**src/rtl/load_ctrl_if.sv**
```systemverilog
// Button/switch inputs and strobe/data outputs of the load controller.
`timescale 1ns/1ps
interface load_ctrl_if;
  logic       LC_BTN_LOAD;
  logic       LC_BTN_CLR;
  logic       LC_BTN_SET;
  logic [7:0] LC_SW;
  logic [7:0] LC_D;
  logic       LC_E;
  logic       LC_C;
  logic       LC_SET;
  logic       LC_BUSY;

  // Front-panel side: drives raw buttons/switches, observes strobes.
  modport master (
    output LC_BTN_LOAD, LC_BTN_CLR, LC_BTN_SET, LC_SW,
    input  LC_D, LC_E, LC_C, LC_SET, LC_BUSY
  );

  // Controller side.
  modport slave (
    input  LC_BTN_LOAD, LC_BTN_CLR, LC_BTN_SET, LC_SW,
    output LC_D, LC_E, LC_C, LC_SET, LC_BUSY
  );
endinterface

```
**src/rtl/load_ctrl.sv**
```systemverilog
// load_ctrl: debounces load/clear/set pushbuttons and issues one registered
// strobe per press (load > clear > set), capturing the switch operand.
// Optional feature macro: LC_BTN_SYNC_EN adds a two-flop synchronizer per
// button ahead of its debounce counter (two extra edges of latency).
`timescale 1ns/1ps
module load_ctrl #(
  parameter int unsigned DB_CYCLES = 250000
) (
  input  logic        LC_CLK,
  input  logic        LC_RST_N,
  load_ctrl_if.slave  bus
);

  localparam int unsigned CNT_W    = $clog2(DB_CYCLES + 1);
  localparam int unsigned N_BTN    = 3;
  localparam int unsigned BTN_LOAD = 0;
  localparam int unsigned BTN_CLR  = 1;
  localparam int unsigned BTN_SET  = 2;

  typedef enum logic [1:0] {
    IDLE     = 2'd0,
    ISSUE    = 2'd1,
    WAIT_REL = 2'd2
  } state_t;

  logic [N_BTN-1:0] raw_btn;
  logic [N_BTN-1:0] cond_btn;
  logic [N_BTN-1:0] lvl_q;
  logic [CNT_W-1:0] cnt_q [N_BTN];

  state_t     state_q, state_d;
  logic       e_q, c_q, set_q, busy_q;
  logic       e_d, c_d, set_d, capture;
  logic [7:0] d_q;

  assign raw_btn = {bus.LC_BTN_SET, bus.LC_BTN_CLR, bus.LC_BTN_LOAD};

`ifdef LC_BTN_SYNC_EN
  logic [N_BTN-1:0] sync1_q, sync2_q;

  // Two-flop synchronizer for the asynchronous buttons.
  always_ff @(posedge LC_CLK or negedge LC_RST_N) begin
    if (!LC_RST_N) begin
      sync1_q <= '0;
      sync2_q <= '0;
    end else begin
      sync1_q <= raw_btn;
      sync2_q <= sync1_q;
    end
  end

  assign cond_btn = sync2_q;
`else
  assign cond_btn = raw_btn;
`endif

  // Debounce: level flips after DB_CYCLES consecutive cycles of disagreement.
  always_ff @(posedge LC_CLK or negedge LC_RST_N) begin
    if (!LC_RST_N) begin
      lvl_q <= '0;
      for (int unsigned i = 0; i < N_BTN; i++) begin
        cnt_q[i] <= '0;
      end
    end else begin
      for (int unsigned i = 0; i < N_BTN; i++) begin
        if (cond_btn[i] == lvl_q[i]) begin
          cnt_q[i] <= '0;
        end else if (cnt_q[i] == CNT_W'(DB_CYCLES - 1)) begin
          lvl_q[i] <= ~lvl_q[i];
          cnt_q[i] <= '0;
        end else begin
          cnt_q[i] <= cnt_q[i] + CNT_W'(1);
        end
      end
    end
  end

  // FSM state register.
  always_ff @(posedge LC_CLK or negedge LC_RST_N) begin
    if (!LC_RST_N) begin
      state_q <= IDLE;
    end else begin
      state_q <= state_d;
    end
  end

  // Next state and next strobe values; the winner is chosen on leaving IDLE.
  always_comb begin
    state_d = state_q;
    e_d     = 1'b0;
    c_d     = 1'b0;
    set_d   = 1'b0;
    capture = 1'b0;
    case (state_q)
      IDLE: begin
        if (|lvl_q) begin
          state_d = ISSUE;
          capture = 1'b1;
          e_d     = lvl_q[BTN_LOAD];
          c_d     = !lvl_q[BTN_LOAD] && lvl_q[BTN_CLR];
          set_d   = !lvl_q[BTN_LOAD] && !lvl_q[BTN_CLR] && lvl_q[BTN_SET];
        end
      end
      ISSUE: begin
        state_d = WAIT_REL;
      end
      WAIT_REL: begin
        if (~|lvl_q) begin
          state_d = IDLE;
        end
      end
      default: begin
        state_d = IDLE;
      end
    endcase
  end

  // Registered strobes, busy flag and operand capture.
  always_ff @(posedge LC_CLK or negedge LC_RST_N) begin
    if (!LC_RST_N) begin
      e_q    <= 1'b0;
      c_q    <= 1'b0;
      set_q  <= 1'b0;
      busy_q <= 1'b0;
      d_q    <= 8'h00;
    end else begin
      e_q    <= e_d;
      c_q    <= c_d;
      set_q  <= set_d;
      busy_q <= (state_d != IDLE);
      if (capture) begin
        d_q <= bus.LC_SW;
      end
    end
  end

  assign bus.LC_D    = d_q;
  assign bus.LC_E    = e_q;
  assign bus.LC_C    = c_q;
  assign bus.LC_SET  = set_q;
  assign bus.LC_BUSY = busy_q;

endmodule

```
**src/flat_wrapper.sv**
```systemverilog
// flat-port wrapper written by rule: the top's interface ports become plain ports
module load_ctrl_flat 
#(
  parameter int unsigned DB_CYCLES = 250000
)
  (LC_CLK, LC_RST_N, bus_LC_BTN_LOAD, bus_LC_BTN_CLR, bus_LC_BTN_SET, bus_LC_SW, bus_LC_D, bus_LC_E, bus_LC_C, bus_LC_SET, bus_LC_BUSY);
  load_ctrl_if bus_i ();
  input  logic LC_CLK;
  input  logic LC_RST_N;
  input wire logic [$bits(bus_i.LC_BTN_LOAD)-1:0] bus_LC_BTN_LOAD;
  input wire logic [$bits(bus_i.LC_BTN_CLR)-1:0] bus_LC_BTN_CLR;
  input wire logic [$bits(bus_i.LC_BTN_SET)-1:0] bus_LC_BTN_SET;
  input wire logic [$bits(bus_i.LC_SW)-1:0] bus_LC_SW;
  output wire logic [$bits(bus_i.LC_D)-1:0] bus_LC_D;
  output wire logic [$bits(bus_i.LC_E)-1:0] bus_LC_E;
  output wire logic [$bits(bus_i.LC_C)-1:0] bus_LC_C;
  output wire logic [$bits(bus_i.LC_SET)-1:0] bus_LC_SET;
  output wire logic [$bits(bus_i.LC_BUSY)-1:0] bus_LC_BUSY;
  assign bus_i.LC_BTN_LOAD = bus_LC_BTN_LOAD;
  assign bus_i.LC_BTN_CLR = bus_LC_BTN_CLR;
  assign bus_i.LC_BTN_SET = bus_LC_BTN_SET;
  assign bus_i.LC_SW = bus_LC_SW;
  assign bus_LC_D = bus_i.LC_D;
  assign bus_LC_E = bus_i.LC_E;
  assign bus_LC_C = bus_i.LC_C;
  assign bus_LC_SET = bus_i.LC_SET;
  assign bus_LC_BUSY = bus_i.LC_BUSY;
  load_ctrl #(.DB_CYCLES(DB_CYCLES)) u_core (.LC_CLK(LC_CLK), .LC_RST_N(LC_RST_N), .bus(bus_i));
endmodule
```
**config.mk**
```make
export PLATFORM = sky130hd
export DESIGN_NAME = load_ctrl_flat
export DESIGN_NICKNAME = d
export VERILOG_FILES = /design/src/rtl/load_ctrl_if.sv /design/src/rtl/load_ctrl.sv /design/src/flat_wrapper.sv
export SDC_FILE = /design/constraint.sdc
export NUM_CORES = 1
export LEC_CHECK = 0
export ABC_CLOCK_PERIOD_IN_PS = 2300
export BUFFER_PORTS_ARGS = -buffer_cell sky130_fd_sc_hd__buf_2
export CAP_MARGIN = 20
export CORE_MARGIN = 4
export CORE_UTILIZATION = 29
export DETAILED_ROUTE_END_ITERATION = 8
export PLACE_DENSITY = 0.55
export SLEW_MARGIN = 10
export SYNTH_ARGS = -nofsm -noshare
export SYNTH_HDL_FRONTEND = slang
export SYNTH_SLANG_ARGS = --single-unit
```
**constraint.sdc**
```tcl
create_clock -name LC_CLK -period 2.3 [get_ports LC_CLK]
set_input_delay 0.345 -clock LC_CLK [delete_from_list [all_inputs] [get_ports LC_CLK]]
set_output_delay 0.345 -clock LC_CLK [all_outputs]
set_load 0.02 [all_outputs]
```
## Word-level counts from Yosys, hierarchy flattened

Index checks and enable logic that the tools add are counted.

- $add $sub $neg: 3
- Equal/unequal tests: 8
- Muxes and demuxes: 17
- Bitwise logic cells: 6
- Reductions and logical operators: 11

Operators with widths:

| operator | number |
|---|---|
| $mux W18 | 6 |
| $add A18 B1 Y18 const B | 3 |
| $eq A18 B18 Y1 const B | 3 |
| $mux W1 | 8 |
| $not A1 Y1 | 6 |
| $pmux W2 S3 | 1 |
| $reduce_and A2 Y1 | 3 |
| $mux W2 | 2 |
| $eq A1 B1 Y1 | 3 |
| $logic_and A1 B1 Y1 | 3 |
| $reduce_or A3 Y1 | 1 |
| $eq A2 B1 Y1 const B | 1 |
| $eq A2 B2 Y1 const B | 1 |
| $logic_not A1 Y1 | 2 |
| $logic_not A2 Y1 | 1 |
| $reduce_bool A2 Y1 | 1 |

- Register bits after elaboration: 71
- Bits of input ports: 13
- Logic and storage cells: 57

## Longest topological paths before layout

Gate-level depths: netlist of run 1.

- Depth in word-level cells: 5
- Mapped depth: 5

## Worst setup path after synthesis of run 1

Ideal clock, no wire load.

- Path type: register to register
- Start point: register u_core.cnt_q[0] (netlist bit)
- End point: register u_core.cnt_q[11] (netlist bit)
- Arrival time: 1.751 ns
- Data required time: 2.181 ns
- Setup slack: 0.431 ns
- Cell stages (with the launch flop): 6
- Period minus slack after synthesis: 1.869 ns
- Path through: dfrtp_1 -> ha_1 -> nand3_1 -> o41ai_2 -> buf_4 -> nor2_1

- Cells in the longest elaborated chain, start to end: 3

Ends and longest elaborated chain:

| element | RTL line | RTL |
|---|---|---|
| start, declared | load_ctrl.sv:29 | `logic [CNT_W-1:0] cnt_q [N_BTN];` |
| start signal, assigned by index | load_ctrl.sv:72 | `cnt_q[i] <= cnt_q[i] + CNT_W'(1);` |
| $add A18 B1 Y18 or $eq A18 B18 Y1 (tied branches) | load_ctrl.sv:72, load_ctrl.sv:68 |  |
| $mux W18 (*) | load_ctrl.sv:68 | `end else if (cnt_q[i] == CNT_W'(DB_CYCLES - 1)) begin` |
| $mux W18 (*) | load_ctrl.sv:66 | `if (cond_btn[i] == lvl_q[i]) begin` |

Mark *: on every way between the ends. The rest lies on a longest branch, timed or not.
A chain may end at the register's enable or synchronous reset.

## Worst setup path after layout of run 1

- Start point: register u_core.cnt_q[18] (netlist bit)
- End point: register u_core.lvl_q[1]

- Cells in the longest elaborated chain, start to end: 2

Ends and longest elaborated chain:

| element | RTL line | RTL |
|---|---|---|
| $eq A18 B18 Y1 | load_ctrl.sv:68 |  |
| $reduce_and A2 Y1 (no source line) | n/a |  |
| end signal, assigned by index | load_ctrl.sv:69 | `lvl_q[i] <= ~lvl_q[i];` |
| end, declared | load_ctrl.sv:28 | `logic [N_BTN-1:0] lvl_q;` |

No other way between the ends.

==> flow_summary.yaml, run 1 <==
floorplanning:
  die_h_um: 115
  core_area_mm2: 0.0110
  row_count: 38
  fp.dieArea_mm2: 0.0132
  die-width_um: 115
  initial_core_util: 0.301
  pin_count: 25
cts:
  cts_resized: 0
  holdBufCountCts: 0
  post_cts_buffers: 0
  root_buffer: "clkbuf_16"
  ctsHtreeMaxLevel: 3
  cts.sinks: 71
  cts_made_buffers: 9
  clockBufferDepth: 2
  clk_pin_slew_ns: 0.06
  clk_latency_ns: 0.33
  cts_tree: "built"
sta:
  relSlewSlack: 0.631
  finalSetupTns_ns: 0
  grt_setup_unrepaired: "no"
  min_period_ns: 1.86
  worst_pin_slew_ns: 0.548
  report.final.setup_viol: 0
  timing.fmax_mhz: 539
  hold-worst-slack_ns: 0.0214
  finalCritPeriodShare: 0.807
  drv_slew: 0
  timing.final.hold_violations: 0
  skew_ns: 0.0105
worst_setup_path:
  timing_worst_setup_path_type: "reg -> reg"
  path_max_fanout: 9
  r2r-end: "u_core.lvl_q[1]"
  cp-start-kind: "flop"
  end_kind: "flop"
  critical_path_required_ns: 2.50
  r2r_start: "u_core.cnt_q[18]"
  reg2reg_depth: 4
  crit_arrival_ns: 2.06
  reg2reg_setup_slack_ns: 0.44
global_routing:
  overflow: 0
  grt_pass1_wl_mm: 11.4
  grtUsageTotal: 0.106
  grt_pass1_vias: 2444
  grt_max_degree: 72
  antenna_found_initial: 1
flow_run:
  maxCapViolCount: 0
logic_synthesis:
  synth_enable_flop_cells: 0
  yosysTopAreaCell: "dfrtp_1"
  async_flop_share: 1.00
  yosysSeqAreaShare: 0.534
  ys_top_cells_by_area: "dfrtp_1 (53%), xnor2_1 (10%), nor2_1 (7.4%), mux2_2 (3.7%), nand4_1 (3.0%)"
  synth_seq_cells: 71
  synth_area_per_cell_um2: 10.5
  netlist_instances: 316
  syn-num-nets: 332
  synth_cell_types: 29
  synthTopCellsByCount: "dfrtp_1 (71), nor2_1 (66), xnor2_1 (38)"
  synthDominantCellAreaShare: 0.534
  syn_area_mm2: 0.00333
  synth_most_common_cell: "dfrtp_1"
  yosysWarnings: 0
  ys.flop_type: "dfrtp_1"
finish:
  n_antenna_cell: 0
  final_layout_size_suffix_gt1_frac: 0.199
  post-route-cell-area_mm2: 0.00407
  fin_util: 0.369
  num-nets-final: 378
  areaGrowthSynthToFinish_pct: 22.5
place:
  io_buffers: 24
  gp_routability_congestion: 0.762
  place_area_mm2: 0.00372
  hpwlAfterDp_mm: 4.41
power_and_ir_drop:
  vdd_drop_max_v: 0.000375
  power_density_mw_per_mm2: 737
  leakage_nw: 1.73
route:
  totalWireLength_mm: 6.48
  wl_per_cell_um: 12.8
  ant_nets: 0
  drc: 0
  drtIter0Drc: 98
  vias: 2379
  via_per_inst: 4.69
  detailedRoute.firstPassIterationCount: 4
worst_hold_path:
  hold_class: "in -> async"
run_status:
  status: "complete, no violations"
critical path, cell delays in order (launching register included):
cell and delay, ns:
dfrtp_1 0.38, ha_1 0.19, nand3_1 0.32, nor4_1 0.45
mux2_2 0.39
where the power goes:
group / total (W) / switching, W / internal [W] / leakage (nW)
Combinational: 0.0000891 / 0.0000555 / 0.0000336 / 0.579
Sequential: 0.00127 / 0.0000127 / 0.00126 / 0.985
Clock: 0.00164 / 0.000539 / 0.00110 / 0.170
Total: 0.00300 / 0.000608 / 0.00239 / 1.73
worst max path at each step:
stage,endpoint,cells after the start,slack (ns),startpoint
after global routing,u_core.lvl_q[0],4,0.33,u_core.cnt_q[45]
after CTS,u_core.lvl_q[1],4,0.46,u_core.cnt_q[18]
after floorplan,u_core.cnt_q[11],5,0.43,u_core.cnt_q[0]
after global placement,u_core.lvl_q[0],4,0.54,u_core.cnt_q[45]
final,u_core.lvl_q[1],4,0.44,u_core.cnt_q[18]
after detailed placement,u_core.cnt_q[17],4,0.50,u_core.cnt_q[5]
routing by layer:
layer,up-vias,track usage,share of wire
li1,1181,-,-
met2,32,0.174,0.47
met4,2,0.0399,0.019
met3,14,0.0305,0.043
met1,1150,0.133,0.47
met5,-,0,0.0012
layout by cell type (no fill, tap or decap), types with 2 or more instances in the layout:
cell,instances
a21oi_1,3
buf_2,24
buf_4,13
bufinv_16,3
clkbuf_16,9
dfrtp_1,71
ha_1,3
inv_1,12
inv_6,2
mux2_2,11
mux2i_1,2
nand2_1,12
nand3_1,18
nand3b_1,2
nand4_1,16
nand4_4,2
nor2_1,66
nor3_1,15
nor4_1,15
o21ai_0,3
o41ai_2,2
or3_1,4
or4_4,2
xnor2_1,38
xor2_1,9
through the flow:
| stage | cells | power, W | setup WS [ns] |
|---|---|---|---|
| 2_1_floorplan | 316 | 0.00133 | 0.431 |
| 3_5_place_dp | 491 | 0.00139 | 0.502 |
| 3_3_place_gp | 491 | 0.00139 | 0.540 |
| 4_1_cts | 507 | 0.00304 | 0.465 |
| 5_1_grt | 507 | 0.00311 | 0.328 |
| 6_report | 507 | 0.00300 | 0.443 |
cell families after synthesis:
| logic type | Yosys count | synth area share |
|---|---|---|
| simple gates | 158 | 0.241 |
| flops | 71 | 0.534 |
| xor+xnor | 47 | 0.124 |
| buf+inv | 15 | 0.0196 |
| mux | 13 | 0.0433 |
| compound gates | 9 | 0.0271 |
| fa+ha+maj | 3 | 0.0113 |
cell type report:
type	count	area (um^2)
clock buffers	10	239
clock inverters	6	115
repair buffers	38	238
multi-input cells	230	1480
fillers	1111	6960
well taps	140	175
inverters	12	45.0
flip-flops and latches	71	1780
flip-flops by register name, indices dropped and copies added (netlist names):
name,cells
u_core.state_q,2
u_core.lvl_q,3
u_core.bus.LC_SET,1
u_core.bus.LC_BUSY,1
u_core.bus.LC_C,1
u_core.bus.LC_E,1
u_core.cnt_q,54
u_core.bus.LC_D,8
(Power assumes the default switching activity.)
==> run 2, diff against run 1 <==
--- a/config.mk
+++ b/config.mk
@@ -5,13 +5,14 @@
 export SDC_FILE = /design/constraint.sdc
 export NUM_CORES = 1
 export LEC_CHECK = 0
-export ABC_CLOCK_PERIOD_IN_PS = 2300
+export ABC_AREA = 1
+export ABC_CLOCK_PERIOD_IN_PS = 1600
 export BUFFER_PORTS_ARGS = -buffer_cell sky130_fd_sc_hd__buf_2
 export CAP_MARGIN = 20
 export CORE_MARGIN = 4
 export CORE_UTILIZATION = 29
 export DETAILED_ROUTE_END_ITERATION = 8
-export PLACE_DENSITY = 0.55
+export PLACE_DENSITY = 0.57
 export SLEW_MARGIN = 10
 export SYNTH_ARGS = -nofsm -noshare
 export SYNTH_HDL_FRONTEND = slang
==> constraint.sdc (replaced) <==
create_clock -name LC_CLK -period 1.6 [get_ports LC_CLK]
set_input_delay 0.24 -clock LC_CLK [delete_from_list [all_inputs] [get_ports LC_CLK]]
set_output_delay 0.24 -clock LC_CLK [all_outputs]
set_load 0.02 [all_outputs]
==> run 2 against run 1 <==
Compared with the run above:
- die area grew 7.7%
- combinational power grew 120%
- critical path depth grew 2
- synthesized area grew 8.3%
- clock-buffer cell count grew 2
- fmax grew 28%
- sequential share of layout area shrank 2.6 points
- via count grew 25%
- flip-flop and latch count is the same
- clock power grew 19%
- sequential power grew 46%
- critical endpoint is now u_core.cnt_q[12]
- highest routed layer is now met4
==> flow_summary.yaml, run 2 <==
run_status:
  status: "complete, no violations"
logic_synthesis:
  synth_area_per_cell_um2: 8.02
  synth_seq_cells: 71
  syn-num-nets: 465
  synthDominantCellAreaShare: 0.493
  yosysSeqAreaShare: 0.493
  synth_enable_flop_cells: 0
  ys.flop_type: "dfrtp_1"
  async_flop_share: 1.00
  netlist_instances: 449
  yosysWarnings: 0
  yosysTopAreaCell: "dfrtp_1"
  synth_most_common_cell: "nor2_1"
  syn_area_mm2: 0.00360
  synth_cell_types: 29
  ys_top_cells_by_area: "dfrtp_1 (49%), nor2_1 (11%), nand2_1 (10%), nand3_1 (5.7%), xor2_1 (4.6%)"
  synthTopCellsByCount: "nor2_1 (106), nand2_1 (97), dfrtp_1 (71)"
finish:
  post-route-cell-area_mm2: 0.00433
  seq_area_mm2: 0.00178
  final_layout_size_suffix_gt1_frac: 0.155
  fin_util: 0.359
  layout_commonest_cell: "nor2_1"
  layout_common_cells: "nor2_1 (104), nand2_1 (96), dfrtp_1 (71)"
  areaGrowthSynthToFinish_pct: 20.1
  fillers: 1252
  top_register: "u_core.cnt_q"
  largest_reg_flops: 54
  n_antenna_cell: 0
  num-nets-final: 507
  fin_cells: 664
  multiInputGateArea_mm2: 0.00171
worst_hold_path:
  whs_path_depth: 3
  hold_class: "in -> reg"
place:
  place_area_mm2: 0.00399
  placed_cells: 647
  gp_routability_congestion: 0.857
  hpwlAfterDp_mm: 5.76
  io_buffers: 24
worst_setup_path:
  crit_arrival_ns: 1.66
  path_max_fanout: 7
  end_kind: "flop"
  r2r_start: "u_core.cnt_q[0]"
  reg2reg_depth: 6
  startpoint: "u_core.cnt_q[0]"
  reg2reg_setup_slack_ns: 0.15
  cp-start-kind: "flop"
  r2r-end: "u_core.cnt_q[12]"
  critical_path_required_ns: 1.81
  crit_path_end: "u_core.cnt_q[12]"
  timing_worst_setup_path_type: "reg -> reg"
sta:
  grt_setup_unrepaired: "no"
  timing.fmax_mhz: 691
  min_period_ns: 1.45
  report.final.setup_viol: 0
  timing.final.hold_violations: 0
  worst_pin_slew_ns: 0.417
  drv_slew: 0
  skew_ns: 0.00488
  finalSetupTns_ns: 0
  relSlewSlack: 0.722
  finalCritPeriodShare: 0.905
route:
  detailedRoute.firstPassIterationCount: 4
  drtIter0Drc: 210
  wl_per_cell_um: 11.7
  vias: 2977
  totalWireLength_mm: 7.76
  via_per_inst: 4.48
  drc: 0
  ant_nets: 0
cts:
  ctsHtreeMaxLevel: 3
  cts_tree: "built"
  root_buffer: "clkbuf_16"
  clk_pin_slew_ns: 0.06
  clk_latency_ns: 0.33
  cts.sinks: 71
  cts_made_buffers: 9
  clockBufferDepth: 2
  post_cts_buffers: 0
power_and_ir_drop:
  power_density_mw_per_mm2: 926
  total_power_w: 0.00401
  leakage_nw: 1.83
  vdd_drop_max_v: 0.000536
floorplanning:
  die-width_um: 119
  core_area_mm2: 0.0121
  row_count: 40
  pin_count: 25
  fp.dieArea_mm2: 0.0143
  die_h_um: 119
  initial_core_util: 0.299
global_routing:
  overflow: 0
  antenna_found_initial: 0
  grtUsageTotal: 0.117
  grt_pass1_vias: 3022
  grt_max_degree: 42
  grt_pass1_wl_mm: 13.7
flow_run:
  maxCapViolCount: 0
[run 2: how the worst min path moves through the flow]
| stage | startpoint | endpoint |
|---|---|---|
| 3_5_place_dp | LC_RST_N | u_core.bus.LC_D[2] |
| 5_1_grt | bus_LC_SW[7] | u_core.bus.LC_D[7] |
| 2_1_floorplan | LC_RST_N | u_core.bus.LC_BUSY |
| 4_1_cts | bus_LC_SW[5] | u_core.bus.LC_D[5] |
| 6_report | bus_LC_SW[0] | u_core.bus.LC_D[0] |
| 3_3_place_gp | LC_RST_N | u_core.bus.LC_D[3] |
[run 2: critical path, stage by stage (launching register included)]
cell,delay [ns]
dfrtp_1,0.39
ha_1,0.22
nand3_2,0.14
nor2_1,0.17
nand3_2,0.16
nand2_2,0.18
nor2_1,0.07
[run 2: per-layer routing]
metal | vias up | routed length (um) | global-route usage
li1 | 1518 | - | -
met1 | 1390 | 3560 | 0.152
met2 | 54 | 3740 | 0.188
met3 | 15 | 324 | 0.0361
met4 | 0 | 136 | 0.0358
met5 | - | 0 | 0
[run 2: area by class of cell]
| class | count | share of cell area |
|---|---|---|
| Clock inverter | 4 | 0.0104 |
| Timing Repair Buffer | 32 | 0.0451 |
| Inverter | 37 | 0.0321 |
| Clock buffer | 12 | 0.0570 |
| Sequential cell | 71 | 0.411 |
| Multi-Input combinational cell | 340 | 0.396 |
| Tap cell | 168 | 0.0486 |
[run 2: stage by stage]
stage | setup WS (ns) | hold slack (ns)
finish | 0.153 | 0.109
global placement | 0.0455 | 0.190
global route | 0.0141 | 0.120
CTS | 0.0372 | 0.0903
detailed placement | 0.0447 | 0.194
floorplan | 0.292 | -0.0556
[run 2: cell families (layout without fill, tap and decap cells)]
group | count (synthesis) | in the layout | synth area share
simple gates | 291 | 291 | 0.359
xor+xnor | 27 | 27 | 0.0698
fa+ha+maj | 3 | 3 | 0.0104
buf+inv | 38 | 85 | 0.0399
compound gates | 19 | 19 | 0.0274
flops | 71 | 71 | 0.493
[run 2: report_power, final]
part           leakage (nW)  internal, W  switching (W)
logic                 0.738    0.0000670       0.000128
clock network         0.146      0.00124       0.000712
registers             0.943      0.00183      0.0000276
[run 2: what timing repair did]
action                                  CTS  global route
resized for setup                         0             8
endpoints found under the hold margin    15             0
endpoints found under the setup margin    0            18
hold buffers                              1             0
